`src/rtl/flash_stream_writer_pkg.sv`:
```
// rtl/flash_stream_writer_pkg.sv - shared constants and FSM state encoding for the stream writer
package flash_stream_writer_pkg;

  localparam int FLASH_AW      = 22;
  localparam int FLASH_TIMEOUT = 2 ** 20;

  typedef enum logic [3:0] {
    ST_IDLE,
    ST_ERASE,
    ST_E_WAIT,
    ST_FETCH,
    ST_WRITE,
    ST_W_WAIT,
    ST_READ,
    ST_R_WAIT,
    ST_NEXT,
    ST_DONE
  } fsw_state_e;

endpackage

```
`src/rtl/flash_stream_writer_if.sv`:
```
// rtl/flash_stream_writer_if.sv - byte stream and flash_controller request bus
interface flash_stream_writer_if
  import flash_stream_writer_pkg::*;
#(
  parameter int AW = FLASH_AW
) ();

  logic [7:0]    s_data;
  logic          s_valid;
  logic          s_ready;
  logic [7:0]    fc_data_for_flash;
  logic [7:0]    fc_data_from_flash;
  logic [AW-1:0] fc_address;
  logic          fc_we;
  logic          fc_oe;
  logic          fc_erase;
  logic          fc_ready;
  logic          fc_error;

  // Writer side: consumes the stream, drives flash requests.
  modport master (
    input  s_data, s_valid, fc_data_from_flash, fc_ready, fc_error,
    output s_ready, fc_data_for_flash, fc_address, fc_we, fc_oe, fc_erase
  );

  // Environment side: stream source plus flash controller.
  modport slave (
    output s_data, s_valid, fc_data_from_flash, fc_ready, fc_error,
    input  s_ready, fc_data_for_flash, fc_address, fc_we, fc_oe, fc_erase
  );

endinterface

```
`src/rtl/flash_stream_writer_op_waiter.sv`:
```
// rtl/flash_stream_writer_op_waiter.sv - completion, error and timeout detect for one flash op
module flash_stream_writer_op_waiter
  import flash_stream_writer_pkg::*;
#(
  parameter int TIMEOUT = FLASH_TIMEOUT
) (
  input  logic clk_i,
  input  logic rst_i,
  input  logic req_i,       // request pulse visible on the bus this cycle
  input  logic wait_i,      // FSM is in one of the *_WAIT states
  input  logic fc_ready_i,
  input  logic fc_error_i,
  output logic complete_o,
  output logic error_o,
  output logic timeout_o
);

  localparam int CW = $clog2(TIMEOUT + 1);

  logic [CW-1:0] cnt_q;

  // Count post-request wait cycles; every new request reloads the count.
  always_ff @(posedge clk_i) begin
    if (rst_i) begin
      cnt_q <= '0;
    end else if (req_i) begin
      cnt_q <= '0;
    end else if (wait_i) begin
      cnt_q <= cnt_q + 1'b1;
    end
  end

  // Guard: the request cycle still shows the idle ready, so it never completes an op.
  assign complete_o = wait_i & ~req_i & fc_ready_i;
  assign error_o    = complete_o & fc_error_i;
  assign timeout_o  = wait_i & ~req_i & ~fc_ready_i & (cnt_q == CW'(TIMEOUT - 1));

endmodule

```
`src/rtl/flash_stream_writer.sv`:
```
// rtl/flash_stream_writer.sv - programs a byte stream to consecutive flash addresses
module flash_stream_writer
  import flash_stream_writer_pkg::*;
#(
  parameter int VERIFY  = 1,
  parameter int TIMEOUT = FLASH_TIMEOUT,
  parameter int AW      = FLASH_AW
) (
  input  logic                  clk_i,
  input  logic                  rst_i,
  input  logic                  start_i,
  input  logic [AW-1:0]         start_addr_i,
  input  logic [AW:0]           length_i,
  input  logic                  do_erase_i,
  output logic                  busy_o,
  output logic                  done_o,
  output logic                  fail_o,
  output logic [AW-1:0]         fail_addr_o,
  flash_stream_writer_if.master bus
);

  fsw_state_e    state_q;
  logic [AW-1:0] addr_q;
  logic [AW:0]   rem_q;
  logic [7:0]    byte_q;
  logic          busy_q, done_q, fail_q;
  logic [AW-1:0] fail_addr_q;
  logic          s_ready_q, we_q, oe_q, erase_q;

  logic op_req, op_wait, op_done, op_err, op_timeout, rd_bad;

  assign op_req  = we_q | oe_q | erase_q;
  assign op_wait = (state_q == ST_E_WAIT) || (state_q == ST_W_WAIT) || (state_q == ST_R_WAIT);
  assign rd_bad  = op_done & (bus.fc_data_from_flash != byte_q);

  flash_stream_writer_op_waiter #(.TIMEOUT(TIMEOUT)) u_waiter (
    .clk_i      (clk_i),
    .rst_i      (rst_i),
    .req_i      (op_req),
    .wait_i     (op_wait),
    .fc_ready_i (bus.fc_ready),
    .fc_error_i (bus.fc_error),
    .complete_o (op_done),
    .error_o    (op_err),
    .timeout_o  (op_timeout)
  );

  // Job sequencer: one byte in flight, each flash op waited to completion before the next.
  always_ff @(posedge clk_i) begin
    if (rst_i) begin
      state_q     <= ST_IDLE;
      addr_q      <= '0;
      rem_q       <= '0;
      byte_q      <= '0;
      busy_q      <= 1'b0;
      done_q      <= 1'b0;
      fail_q      <= 1'b0;
      fail_addr_q <= '0;
      s_ready_q   <= 1'b0;
      we_q        <= 1'b0;
      oe_q        <= 1'b0;
      erase_q     <= 1'b0;
    end else begin
      done_q  <= 1'b0;
      we_q    <= 1'b0;
      oe_q    <= 1'b0;
      erase_q <= 1'b0;
      case (state_q)
        ST_IDLE: begin
          if (start_i) begin
            addr_q <= start_addr_i;
            rem_q  <= length_i;
            busy_q <= 1'b1;
            fail_q <= 1'b0;
            if (length_i == '0) begin
              state_q <= ST_DONE;
            end else if (do_erase_i) begin
              state_q <= ST_ERASE;
            end else begin
              state_q   <= ST_FETCH;
              s_ready_q <= 1'b1;
            end
          end
        end
        ST_ERASE: begin
          if (bus.fc_ready) begin
            erase_q <= 1'b1;
            state_q <= ST_E_WAIT;
          end
        end
        ST_E_WAIT: begin
          if (op_err || op_timeout) begin
            fail_q      <= 1'b1;
            fail_addr_q <= addr_q;
            state_q     <= ST_DONE;
          end else if (op_done) begin
            state_q   <= ST_FETCH;
            s_ready_q <= 1'b1;
          end
        end
        ST_FETCH: begin
          if (bus.s_valid) begin
            byte_q    <= bus.s_data;
            s_ready_q <= 1'b0;
            state_q   <= ST_WRITE;
          end
        end
        ST_WRITE: begin
          if (bus.fc_ready) begin
            we_q    <= 1'b1;
            state_q <= ST_W_WAIT;
          end
        end
        ST_W_WAIT: begin
          if (op_err || op_timeout) begin
            fail_q      <= 1'b1;
            fail_addr_q <= addr_q;
            state_q     <= ST_DONE;
          end else if (op_done) begin
            state_q <= (VERIFY != 0) ? ST_READ : ST_NEXT;
          end
        end
        ST_READ: begin
          if (bus.fc_ready) begin
            oe_q    <= 1'b1;
            state_q <= ST_R_WAIT;
          end
        end
        ST_R_WAIT: begin
          if (op_err || op_timeout || rd_bad) begin
            fail_q      <= 1'b1;
            fail_addr_q <= addr_q;
            state_q     <= ST_DONE;
          end else if (op_done) begin
            state_q <= ST_NEXT;
          end
        end
        ST_NEXT: begin
          addr_q <= addr_q + 1'b1;
          rem_q  <= rem_q - 1'b1;
          if (rem_q == (AW + 1)'(1)) begin
            state_q <= ST_DONE;
          end else begin
            state_q   <= ST_FETCH;
            s_ready_q <= 1'b1;
          end
        end
        ST_DONE: begin
          done_q  <= 1'b1;
          busy_q  <= 1'b0;
          state_q <= ST_IDLE;
        end
        default: state_q <= ST_IDLE;
      endcase
    end
  end

  assign busy_o                = busy_q;
  assign done_o                = done_q;
  assign fail_o                = fail_q;
  assign fail_addr_o           = fail_addr_q;
  assign bus.s_ready           = s_ready_q;
  assign bus.fc_we             = we_q;
  assign bus.fc_oe             = oe_q;
  assign bus.fc_erase          = erase_q;
  assign bus.fc_address        = addr_q;
  assign bus.fc_data_for_flash = byte_q;

endmodule

```
`src/flat_wrapper.sv`:
```
// flat-port wrapper written by rule: the top's interface ports become plain ports
module flash_stream_writer_flat import flash_stream_writer_pkg::*;
#(
  parameter int VERIFY  = 1,
  parameter int TIMEOUT = FLASH_TIMEOUT,
  parameter int AW      = FLASH_AW
)
  (clk_i, rst_i, start_i, start_addr_i, length_i, do_erase_i, busy_o, done_o, fail_o, fail_addr_o, bus_s_data, bus_s_valid, bus_fc_data_from_flash, bus_fc_ready, bus_fc_error, bus_s_ready, bus_fc_data_for_flash, bus_fc_address, bus_fc_we, bus_fc_oe, bus_fc_erase);
  flash_stream_writer_if #(.AW(AW)) bus_i ();
  input  logic clk_i;
  input  logic rst_i;
  input  logic start_i;
  input  logic [AW-1:0] start_addr_i;
  input  logic [AW:0] length_i;
  input  logic do_erase_i;
  output logic busy_o;
  output logic done_o;
  output logic fail_o;
  output logic [AW-1:0] fail_addr_o;
  input wire logic [$bits(bus_i.s_data)-1:0] bus_s_data;
  input wire logic [$bits(bus_i.s_valid)-1:0] bus_s_valid;
  input wire logic [$bits(bus_i.fc_data_from_flash)-1:0] bus_fc_data_from_flash;
  input wire logic [$bits(bus_i.fc_ready)-1:0] bus_fc_ready;
  input wire logic [$bits(bus_i.fc_error)-1:0] bus_fc_error;
  output wire logic [$bits(bus_i.s_ready)-1:0] bus_s_ready;
  output wire logic [$bits(bus_i.fc_data_for_flash)-1:0] bus_fc_data_for_flash;
  output wire logic [$bits(bus_i.fc_address)-1:0] bus_fc_address;
  output wire logic [$bits(bus_i.fc_we)-1:0] bus_fc_we;
  output wire logic [$bits(bus_i.fc_oe)-1:0] bus_fc_oe;
  output wire logic [$bits(bus_i.fc_erase)-1:0] bus_fc_erase;
  assign bus_i.s_data = bus_s_data;
  assign bus_i.s_valid = bus_s_valid;
  assign bus_i.fc_data_from_flash = bus_fc_data_from_flash;
  assign bus_i.fc_ready = bus_fc_ready;
  assign bus_i.fc_error = bus_fc_error;
  assign bus_s_ready = bus_i.s_ready;
  assign bus_fc_data_for_flash = bus_i.fc_data_for_flash;
  assign bus_fc_address = bus_i.fc_address;
  assign bus_fc_we = bus_i.fc_we;
  assign bus_fc_oe = bus_i.fc_oe;
  assign bus_fc_erase = bus_i.fc_erase;
  flash_stream_writer #(.VERIFY(VERIFY), .TIMEOUT(TIMEOUT), .AW(AW)) u_core (.clk_i(clk_i), .rst_i(rst_i), .start_i(start_i), .start_addr_i(start_addr_i), .length_i(length_i), .do_erase_i(do_erase_i), .busy_o(busy_o), .done_o(done_o), .fail_o(fail_o), .fail_addr_o(fail_addr_o), .bus(bus_i));
endmodule
```
`config.mk`:
```
export PLATFORM = sky130hd
export DESIGN_NAME = flash_stream_writer_flat
export DESIGN_NICKNAME = d
export VERILOG_FILES = /design/src/rtl/flash_stream_writer_pkg.sv /design/src/rtl/flash_stream_writer_if.sv /design/src/rtl/flash_stream_writer_op_waiter.sv /design/src/rtl/flash_stream_writer.sv /design/src/flat_wrapper.sv
export SDC_FILE = /design/constraint.sdc
export NUM_CORES = 1
export LEC_CHECK = 0
export ABC_AREA = 1
export BUFFER_PORTS_ARGS = -buffer_cell sky130_fd_sc_hd__buf_2
export CAP_MARGIN = 15
export CORE_UTILIZATION = 30
export CTS_CLUSTER_SIZE = 25
export DETAILED_ROUTE_END_ITERATION = 6
export PLACE_DENSITY = 0.52
export SYNTH_ARGS = -nofsm -noshare
export SYNTH_HDL_FRONTEND = slang
export SYNTH_SLANG_ARGS = --single-unit
```
`constraint.sdc`:
```
create_clock -name clk_i -period 2.3 [get_ports clk_i]
set_input_delay 0.46 -clock clk_i [delete_from_list [all_inputs] [get_ports clk_i]]
set_output_delay 0.46 -clock clk_i [all_outputs]
set_load 0.01 [all_outputs]
```
; After elaboration in Yosys (flattened, before gate mapping)
; Cells that the tools add are included.
[totals]
rom_bits = 0
register_bits = 107
input_bits = 68
ram_bits = 0
mem_count = 0
latchBits = 0
wordCells = 117
[classes]
reduce_logical = 23
muxes = 38
eq_ne = 27
bitwise = 13
div = 0
order_cmp = 0
multipliers = 0
addsub = 3
n_shift = 0
[op_table]
columns = cell, n
row1 = 22-bit case mux with 2 select lines, 2
row2 = 22-bit 2-to-1 mux, 3
row3 = 4-bit 2-to-1 mux, 13
row4 = 23-bit case mux with 2 select lines, 1
row5 = 4-bit case mux with 9 select lines, 1
row6 = 23-bit by 1-bit equality test with 1-bit output (second input constant), 1
row7 = 23-bit zero test, 1
row8 = 23-bit 2-to-1 mux, 1
row9 = 23-bit by 1-bit subtractor with 23-bit output (second input constant), 1
row10 = 22-bit by 1-bit adder with 22-bit output (second input constant), 1
row11 = 21-bit by 1-bit adder with 21-bit output (second input constant), 1
row12 = 21-bit by 20-bit equality test with 1-bit output (second input constant), 1
row13 = 2-bit inequality test (second input constant), 10
row14 = 4-bit by 3-bit equality test with 1-bit output (second input constant), 4
row15 = 8-bit AND reduction, 2
row16 = 1-bit 2-to-1 mux, 13
row17 = 2-bit OR reduction, 5
row18 = 3-bit by 2-bit inequality test with 1-bit output (second input constant), 3
row19 = 4-bit by 2-bit equality test with 1-bit output (second input constant), 2
row20 = 4-bit equality test (second input constant), 2
row21 = 8-bit inequality test, 1
row22 = 1-bit AND, 6
row23 = 2-bit AND reduction, 3
row24 = 2-bit nonzero test, 3
row25 = 14 further kinds, 23

; Logic depth before layout (Yosys ltp)
; Gate-level depths: netlist of run 1.
[depth]
depth_word = 10
ltp_mapped = 13
ltp_nobuf = 13

; By module
; Synthesis of run 1 repeated with hierarchy kept, for this count alone.
[hier_totals]
cells_unflattened = 1059
area_unflattened_um2 = 6444.9
[modules_own_cells]
columns = mod, area_per_inst_um2, cells_per_inst, n_inst
row1 = flash_stream_writer, 5252.5, 866, 1
row2 = flash_stream_writer_op_waiter, 1192.4, 193, 1

; Worst setup path after synthesis of run 1
; OpenSTA, ideal clock, no wires.
[synth_timing]
kind = reg2reg
from = register u_core.addr_q[0] (netlist: u_core.bus.fc_address[0])
to = register u_core.addr_q[14] (netlist: u_core.bus.fc_address[14])
required_ns = 2.226
setup_slack_ns = 0.552
arrival_time_ns = 1.674
stages_incl_launch_ff = 9
synth_period_minus_slack_ns = 1.748
path_cell_list = dfxtp_1 ha_1 nand4_1 nor2_1 nand4_1 inv_1 nand3_1 or2_2 a31oi_1
[synth_between]
elab_chain_cells = 2
[synth_rtl]
columns = item, line_no
row1 = start: declaration, flash_stream_writer.sv:23  ; logic [AW-1:0] addr_q;
row2 = start signal: assignment, flash_stream_writer.sv:71  ; addr_q <= start_addr_i;
row3 = start signal: assignment, flash_stream_writer.sv:139  ; addr_q <= addr_q + 1'b1;
row4 = 22-bit by 1-bit adder with 22-bit output, flash_stream_writer.sv:139
row5 = 22-bit case mux with 2 select lines, flash_stream_writer.sv:68  ; case (state_q)
; No other way between the ends.
; A chain may end at the register's enable or synchronous reset.

; Worst setup path after layout of run 1
[layout_timing]
from = register u_core.addr_q[8] (netlist: u_core.bus.fc_address[8])
to = register u_core.addr_q[17] (netlist: u_core.bus.fc_address[17])
; The elaborated chain is that of the path after synthesis.

==> summary.txt, run 1 <==
Floorplanning
  – Die Ht: 142 um
  – Row cnt: 51
  – Die area: 0.0203 mm2
  – Initial core utilization: 0.305
  – Die Wd: 142 um
  – Core Area: 0.0194 mm2
  – Ports: 127

GRT
  – Global-route wire length before repair: 29,000 um
  – M3 GR Usage: 0.0299
  – Largest net degree at the start of global routing: 63
  – Vias in the first global route: 5,540
  – Initial antenna violation count: 1
  – GRT busiest layer: met2
  – GRT met2 Usage: 0.285
  – Met1 usage: 0.246
  – Remaining Overflow, GRT: 0
  – Global Route Usage Sum: 0.180

Clocking
  – CTS Hold Bufs: 0
  – CTS buffer count: 9
  – Clock root cell: clkbuf_16
  – H-tree levels: 3
  – Post-CTS setup buffer count: 0
  – Clock Sinks: 107
  – Clock-pin slew on the worst setup and hold paths: 0.08 ns
  – CTS tree: done
  – Longest Clk Path Bufs: 2
  – Number of gates resized after CTS: 0
  – Clk_lat worst skew: 0.36 ns

Finish
  – Area growth from synthesis to layout: 21.0%
  – Most common cell after layout, fill and taps aside: nand2_1
  – Multi-input logic area: 0.00322 mm2
  – Register Area: 0.00214 mm2
  – Fillers: 2,150
  – Nets: 1,081
  – Diodes inserted: 0
  – Most frequent cells in the layout: 200 x nand2_1, 126 x buf_2, 110 x nor2_1, 107 x dfxtp_1, 96 x inv_1
  – Layout cells sized above 1: 0.186
  – Final core utilization: 0.369

STA
  – Setup slack after layout: 0.225 ns
  – Final Critical Period: 2.08 ns
  – Sum of negative setup slack: 0 ns
  – Relative slew margins: 0.515
  – Fin Clk Skew: 0.0102 ns
  – # setup viols final: 0
  – Worst-margin pin slew: 0.727 ns
  – RSZ-0062 raised after global routing: false
  – Fmax: 0.482 GHz
  – Final Hold Fails: 0
  – Tcrit/Tclk final: 0.902
  – Fin. max-slew vios: 0

Setup path
  – CP startpoint kind: flop
  – Worst endpoint required time: 2.56 ns
  – CP Data Arrival Time: 2.33 ns
  – Critical Path Sink Type: flop
  – Crit path max fanout: 6
  – Type of the worst setup path: flop to flop
  – Reg-to-Reg Start: u_core.bus.fc_address[8]$_SDFFE_PP0P_
  – Setup crit start: u_core.bus.fc_address[8]$_SDFFE_PP0P_

Synthesis
  – Ys async rst share: 0
  – EDFF count, synth: 0
  – Synthesized area per cell: 6.69 um2
  – Yosys warns: 0
  – Synth unique cells: 45
  – Yosys reg bits: 107
  – Post-synth top flop: dfxtp_1
  – Sequential share of the synthesized area: 0.362
  – Post-Synthesis Cells: 885
  – Synth Cell Area: 0.00592 mm2
  – Net Count, Synth: 957

Power and ir drop
  – Worst IR Drop VDD: 0.000464 V
  – PwrDens: 910 mW/mm2
  – P_leak: 3.09 nW

Route
  – Iter 0 DRT Violations: 468
  – Via/cell ratio: 4.81
  – Via count: 6,151
  – Routed length per instance: 14.0 um
  – ANT nets after route: 0
  – Routed wire length: 17,900 um
  – DRC viols: 0
  – DRT Pass-1 Iters: 5

Status
  – Status: complete, no violations

Worst hold path
  – Hold/Removal Path Class: input port to flop
  – Hold Crit Start: length_i[7]

Run
  – Max cap viols: 0

Place
  – Post-DP HPWL: 13,100 um
  – Routability-driven placement congestion ratio: 0.836
  – IO buf count: 126
  – Post-place setup slack: 0.291 ns
final cells by class:
class | count | area share
Multi-Input combinational cell | 644 | 0.450
Tap cell | 265 | 0.0463
Timing Repair Buffer | 147 | 0.112
Clock inverter | 5 | 0.00507
Clock buffer | 11 | 0.0353
Sequential cell | 107 | 0.299
Inverter | 100 | 0.0524
flip-flops by register name, indices dropped and copies added (netlist names), 4 cells and up:
signal,flops
u_core.u_waiter.cnt_q,21
u_core.bus.fc_data_for_flash,8
u_core.bus.fc_address,22
u_core.state_q,4
u_core.fail_addr_o,22
u_core.rem_q,23
logic make-up after synthesis:
group | after synthesis | synth area share
flops | 107 | 0.362
fa+ha+maj | 4 | 0.00846
compound gates | 165 | 0.156
xor+xnor | 24 | 0.0355
buf+inv | 134 | 0.0937
simple gates | 451 | 0.344
worst paths after layout:
kind / depth (start not counted) / slack (ns) / to
setup reg to reg: 11 / 0.22 / u_core.bus.fc_address[17]$_SDFFE_PP0P_
hold / removal: 3 / 0.36 / u_core.rem_q[7]$_SDFFE_PP0P_
setup / recovery: 11 / 0.22 / u_core.bus.fc_address[17]$_SDFFE_PP0P_
hold reg to reg: 2 / 0.46 / u_core.fail_addr_o[21]$_SDFFE_PP0P_
Yosys cell counts (all sizes together), types with 6 or more instances:
library cell,instances,area [um2]
o21ai,43,215
a31oi,12,75.1
inv,100,375
xnor2,13,114
or2,6,37.5
nand3,51,293
nand4,36,225
nand3b,6,45.0
xor2,11,96.3
a21oi,78,390
nor2,117,467
o211ai,13,97.6
buf,18,119
dfxtp,107,2140
nor3,19,95.1
nand2,205,787
clkbuf,16,60.1
metal layers:
metal / routed length [um] / vias up / part of all wire
li1: - / 3181 / -
met1: 8560 / 2801 / 0.48
met2: 8120 / 141 / 0.45
met3: 883 / 26 / 0.049
met4: 310 / 2 / 0.017
met5: 17 / - / 0.00095
critical path: stages, from the launching register on:
cell and delay (ns):
dfxtp_1 0.44, nand2_1 0.13, nor2_1 0.25, inv_1 0.07, nor2_1 0.26, nand2_1 0.19
nor2_1 0.20, nand2_1 0.10, nand3_1 0.09, inv_1 0.04, o21ai_0 0.14, inv_1 0.05
stage by stage:
step	hold slack, ns	power [mW]	cell area [um2]	std cells
3_5_place_dp	0.453	5.00	6870	1263
6_report	0.362	6.52	7160	1279
5_1_grt	0.365	7.02	7160	1279
4_1_cts	0.359	6.56	7160	1279
2_1_floorplan	0.445	4.21	5920	885
3_3_place_gp	0.450	5.01	6870	1263
where the power goes:
part           internal (mW)  leakage [nW]  switching [mW]
sequential              2.11         0.869           0.274
combinational          0.894          2.08            1.69
clock                  0.800         0.146           0.750
total                   3.80          3.09            2.71
Note: power is estimated with default switching activity, not from simulation.
==> inputs of run 2 (changes only) <==
MAX_ROUTING_LAYER = met4   (was not set)
==> run 2 against run 1 <==
Power is essentially flat. Die area is the same. Highest routed layer is now met4. Clock skew about the same. Critical path depth unchanged. Worst setup slack gained 0.024 ns. Sequential share of layout area about the same. Non-clock buffer count unchanged. Global-route usage up 0.52 points. Clock power barely moved. Cell area hardly changed. Fmax increased by 1.2%. Register-to-register slack improved by 0.02 ns.
==> summary.txt, run 2 (synthesis gave the netlist of run 1 again) <==
Floorplanning
  – Core Area: 0.0194 mm2 (unchanged)
  – Die Wd: 142 um (unchanged)
  – Initial core utilization: 0.305 (unchanged)
  – Row cnt: 51 (unchanged)
  – Die Ht: 142 um (unchanged)
  – Die area: 0.0203 mm2 (unchanged)
  – Ports: 127 (unchanged)

Finish
  – Most frequent cells in the layout: 200 x nand2_1, 126 x buf_2, 110 x nor2_1, 107 x dfxtp_1, 96 x inv_1
  – Multi-input logic area: 0.00322 mm2 (unchanged)
  – Max reg flops: 23 (unchanged)
  – Register Area: 0.00214 mm2 (unchanged)
  – Fillers: 2,150 (unchanged)
  – Most common cell after layout, fill and taps aside: nand2_1
  – Layout cells sized above 1: 0.186 (unchanged)
  – Final std cells w/o fill: 1,280 (+0.078%)
  – Area growth from synthesis to layout: 21.0% (about the same)
  – Biggest register: u_core.rem_q
  – Nets: 1,081 (unchanged)

GRT
  – Initial antenna violation count: 1 (unchanged)
  – Vias in the first global route: 5,539 (-0.018%)
  – Global-route wire length before repair: 28,900 um (-0.17%)
  – Global Route Usage Sum: 0.186 (+0.00520)
  – Remaining Overflow, GRT: 0 (unchanged)
  – Largest net degree at the start of global routing: 63 (unchanged)

Run
  – Max cap viols: 0 (unchanged)

Route
  – Routed length per instance: 14.0 um (about the same)
  – ANT nets after route: 0 (unchanged)
  – Routed wire length: 17,900 um (about the same)
  – DRC viols: 0 (unchanged)
  – DRT Pass-1 Iters: 6 (+1)
  – Via/cell ratio: 4.82 (+0.31%)
  – Via count: 6,175 (+0.39%)
  – Iter 0 DRT Violations: 419 (-10%)

STA
  – Hold_ws: 0.363 ns (+0.00124 ns)
  – Final Hold Fails: 0 (unchanged)
  – Fin Clk Skew: 0.0102 ns (-0.0000780 ns)
  – Worst-margin pin slew: 0.727 ns (-0.000219 ns)
  – Fmax: 0.487 GHz (+1.2%)
  – Tcrit/Tclk final: 0.892 (-0.0104)
  – Setup slack after layout: 0.249 ns (+0.0240 ns)
  – Sum of negative setup slack: 0 ns (unchanged)
  – # setup viols final: 0 (unchanged)
  – Final Critical Period: 2.05 ns (-0.0240 ns)
  – RSZ-0062 raised after global routing: false
  – Fin. max-slew vios: 0 (unchanged)
  – Relative slew margins: 0.515 (about the same)

Setup path
  – Path depth of the worst reg2reg path: 11 (unchanged)
  – CP startpoint kind: flop
  – Worst endpoint required time: 2.56 ns (about the same)
  – CP Data Arrival Time: 2.31 ns (-0.02 ns)
  – Critical Path Sink Type: flop
  – Type of the worst setup path: flop to flop
  – Crit path max fanout: 6 (unchanged)

Worst hold path
  – Hold/Removal Path Class: input port to flop
  – Worst Hold Depth: 3 (unchanged)

Clocking
  – Clk_lat worst skew: 0.36 ns (about the same)
  – Clock Sinks: 107 (unchanged)
  – CTS Hold Bufs: 0 (unchanged)
  – H-tree levels: 3 (unchanged)
  – CTS tree: done
  – Longest Clk Path Bufs: 2 (unchanged)
  – Post-CTS setup buffer count: 0 (unchanged)
  – Number of gates resized after CTS: 0 (unchanged)
  – Clock root cell: clkbuf_16
  – CTS buffer count: 9 (unchanged)
  – Clock-pin slew on the worst setup and hold paths: 0.08 ns (about the same)

Place
  – IO buf count: 126 (unchanged)
  – Post-Place Cells: 1,263 (unchanged)
  – Routability-driven placement congestion ratio: 0.849 (+1.5%)
  – Post-place setup slack: 0.291 ns (unchanged)
  – Post-DP HPWL: 13,100 um (unchanged)

Power and ir drop
  – P_leak: 3.09 nW (about the same)
  – Power consumption: 6.52 mW (about the same)
  – Worst IR Drop VDD: 0.000462 V (-0.60%)
  – PwrDens: 910 mW/mm2 (about the same)

Status
  – Status: complete, no violations
-- run 2: cell count changes in the layout (fill, tap and decap cells not counted), sizes merged --
cell   before  now
diode       0    1
-- run 2: area by class of cell --
class,count,area share
timing repair buffer,147,0.112
clock buffer,11,0.0353
multi-input combinational,644,0.450
inverter,100,0.0524
sequential,107,0.299
antenna,1,0.000349
clock inverter,5,0.00507
tap,265,0.0463
-- run 2: critical path, cell delays in order, from the launching register on --
cell	delay, ns
dfxtp_1	0.44
nand2_1	0.13
nor2_1	0.25
inv_1	0.07
nor2_1	0.26
nand2_1	0.19
nor2_1	0.20
nand2_1	0.09
nand3_1	0.09
inv_1	0.04
o21ai_0	0.14
inv_1	0.05
-- run 2: final timing paths --
kind	from	end	slack (ns)
hold reg to reg	u_core.fail_addr_o[21]$_SDFFE_PP0P_	u_core.fail_addr_o[21]$_SDFFE_PP0P_	0.46
hold / removal	length_i[7]	u_core.rem_q[7]$_SDFFE_PP0P_	0.36
setup / recovery	u_core.bus.fc_address[8]$_SDFFE_PP0P_	u_core.bus.fc_address[17]$_SDFFE_PP0P_	0.25
setup reg to reg	u_core.bus.fc_address[8]$_SDFFE_PP0P_	u_core.bus.fc_address[17]$_SDFFE_PP0P_	0.25
-- run 2: layer usage --
metal | up-vias | track usage | routed length [um]
li1 | 3183 | - | -
met1 | 2813 | 0.247 | 8560
met2 | 153 | 0.285 | 8130
met3 | 26 | 0.0293 | 891
met4 | 0 | 0.0634 | 310
met5 | - | - | 0
-- run 2: power by group --
part           internal, mW  switching (mW)
Sequential             2.11           0.274
Clock                 0.800           0.748
Combinational         0.894            1.69
Total                  3.80            2.71
-- run 2: through the flow --
step	utilization	area (um2)
detailed placement	0.354	6870
CTS	0.369	7160
global placement	0.354	6870
floorplan	-	5920
finish	0.369	7160
global route	0.369	7160
==> inputs of run 3 (changes only) <==
CTS_BUF_LIST = sky130_fd_sc_hd__clkbuf_16   (was not set)
HOLD_SLACK_MARGIN = 0.08   (was not set)
SKIP_LAST_GASP = 1   (was not set)
==> run 3 against run 2 <==
Core utilization decreased by 0.10 points. Highest routed layer unchanged. Die area did not move. Largest power group unchanged. Combinational power about the same. Via count decreased by 0.34%. Power fell by 1.1%. Hold slack better by 0.0025 ns. Cell count is the same. Critical path depth unchanged. Sequential power hardly changed. Routed wire length shrank 0.26%. Clock skew grew 0.0025 ns.
==> summary.txt, run 3 (synthesis gave the netlist of run 1 again) <==
STA
  – Tcrit/Tclk final: 0.899 (+0.00703)
  – Fmax: 0.484 GHz (-0.78%)
  – Setup slack after layout: 0.232 ns (-0.0162 ns)
  – Sum of negative setup slack: 0 ns (unchanged)
  – # setup viols final: 0 (unchanged)
  – Final Critical Period: 2.07 ns (+0.0162 ns)
  – Final Hold Fails: 0 (unchanged)
  – Worst-margin pin slew: 0.723 ns (-0.00337 ns)
  – Fin Clk Skew: 0.0127 ns (+0.00250 ns)
  – RSZ-0062 raised after global routing: false
  – Fin. max-slew vios: 0 (unchanged)
  – Relative slew margins: 0.517 (+0.00225)

Route
  – DRC viols: 0 (unchanged)
  – Iter 0 DRT Violations: 414 (-1.2%)
  – Routed length per instance: 13.9 um (-0.26%)
  – Via count: 6,154 (-0.34%)
  – ANT nets after route: 0 (unchanged)
  – Via/cell ratio: 4.81 (-0.34%)
  – Routed wire length: 17,900 um (-0.26%)
  – DRT Pass-1 Iters: 5 (-1)

Clocking
  – Longest Clk Path Bufs: 2 (unchanged)
  – CTS buffer count: 9 (unchanged)
  – CTS Hold Bufs: 0 (unchanged)
  – Number of gates resized after CTS: 0 (unchanged)
  – CTS tree: done
  – Clock-pin slew on the worst setup and hold paths: 0.08 ns (about the same)
  – Clk_lat worst skew: 0.36 ns (about the same)
  – H-tree levels: 3 (unchanged)
  – Clock Sinks: 107 (unchanged)
  – Post-CTS setup buffer count: 0 (unchanged)
  – Clock root cell: clkbuf_16

Place
  – Post-DP HPWL: 13,100 um (unchanged)
  – Placed Area: 0.00687 mm2 (unchanged)
  – Post-place setup slack: 0.291 ns (unchanged)
  – Routability-driven placement congestion ratio: 0.849 (unchanged)
  – IO buf count: 126 (unchanged)

Setup path
  – CP Data Arrival Time: 2.32 ns (about the same)
  – Type of the worst setup path: flop to flop
  – Crit path max fanout: 6 (unchanged)
  – CP startpoint kind: flop
  – Worst endpoint required time: 2.55 ns (about the same)
  – Critical Path Sink Type: flop

GRT
  – Global-route wire length before repair: 28,900 um (about the same)
  – Initial antenna violation count: 1 (unchanged)
  – Remaining Overflow, GRT: 0 (unchanged)
  – Global Route Usage Sum: 0.185 (-0.000445)
  – Vias in the first global route: 5,539 (unchanged)
  – Largest net degree at the start of global routing: 63 (unchanged)

Finish
  – Cell area after layout: 0.00714 mm2 (-0.28%)
  – Max reg flops: 23 (unchanged)
  – Biggest register: u_core.rem_q
  – Register Area: 0.00214 mm2 (unchanged)
  – Multi-input logic area: 0.00322 mm2 (unchanged)
  – Nets: 1,081 (unchanged)
  – Fillers: 2,154 (+0.19%)
  – Layout cells sized above 1: 0.184 (-0.00197)
  – Area growth from synthesis to layout: 20.7%
  – Most common cell after layout, fill and taps aside: nand2_1
  – Most frequent cells in the layout: 200 x nand2_1, 126 x buf_2, 110 x nor2_1, 107 x dfxtp_1, 96 x inv_1

Status
  – Status: complete, no violations

Floorplanning
  – Row cnt: 51 (unchanged)
  – Die area: 0.0203 mm2 (unchanged)
  – Initial core utilization: 0.305 (unchanged)
  – Die Ht: 142 um (unchanged)
  – Die Wd: 142 um (unchanged)
  – Core Area: 0.0194 mm2 (unchanged)
  – Ports: 127 (unchanged)

Power and ir drop
  – P_leak: 3.08 nW (-0.36%)
  – PwrDens: 902 mW/mm2 (-0.86%)
  – Worst IR Drop VDD: 0.000457 V (-1.1%)

Worst hold path
  – Hold/Removal Path Class: input port to flop

Run
  – Max cap viols: 0 (unchanged)
run 3: cell types whose count changed in the layout (fill, tap and decap cells not counted), sizes merged:
cell    change
clkinv      +2
clkbuf      -2
run 3: final cells by class:
class / instances / area share
clock inverter: 7 / 0.00613
sequential: 107 / 0.300
multi-input combinational: 644 / 0.451
inverter: 100 / 0.0526
tap: 265 / 0.0464
timing repair buffer: 147 / 0.112
antenna: 1 / 0.000350
clock buffer: 9 / 0.0315
run 3: final timing paths:
path / start / endpoint / slack, ns / depth (start not counted)
worst max-delay path: u_core.bus.fc_address[8]$_SDFFE_PP0P_ / u_core.bus.fc_address[17]$_SDFFE_PP0P_ / 0.23 / 11
worst min-delay path: length_i[7] / u_core.rem_q[7]$_SDFFE_PP0P_ / 0.37 / 3
worst max register to register: u_core.bus.fc_address[8]$_SDFFE_PP0P_ / u_core.bus.fc_address[17]$_SDFFE_PP0P_ / 0.23 / 11
worst min register to register: u_core.fail_addr_o[21]$_SDFFE_PP0P_ / u_core.fail_addr_o[21]$_SDFFE_PP0P_ / 0.46 / 2
run 3: worst max-delay path, cell delays in order (launching register included):
cell and delay [ns]:
dfxtp_1 0.44, nand2_1 0.13, nor2_1 0.26, inv_1 0.07, nor2_1 0.27, nand2_1 0.19, nor2_1 0.20, nand2_1 0.09
nand3_1 0.09, inv_1 0.04, o21ai_0 0.14, inv_1 0.05
run 3: routing by layer:
| metal | vias up | global-route usage | routed length (um) |
|---|---|---|---|
| met4 | 0 | 0.0600 | 302 |
| li1 | 3182 | - | - |
| met3 | 23 | 0.0293 | 933 |
| met1 | 2794 | 0.247 | 8490 |
| met2 | 155 | 0.285 | 8120 |
| met5 | - | - | 0 |
run 3: report_power, final:
| group | total [mW] | internal (mW) | switching (mW) |
|---|---|---|---|
| logic | 2.59 | 0.894 | 1.69 |
| registers | 2.38 | 2.11 | 0.274 |
| clock network | 1.47 | 0.733 | 0.740 |
| total | 6.44 | 3.74 | 2.71 |
run 3: metrics by stage:
stage / util / hold slack [ns] / std cells / total power, mW
3_3_place_gp: 0.354 / 0.450 / 1263 / 5.01
4_1_cts: 0.368 / 0.361 / 1279 / 6.49
6_report: 0.368 / 0.365 / 1280 / 6.44
5_1_grt: 0.368 / 0.368 / 1280 / 6.94
2_1_floorplan: - / 0.445 / 885 / 4.21
3_5_place_dp: 0.354 / 0.453 / 1263 / 5.00
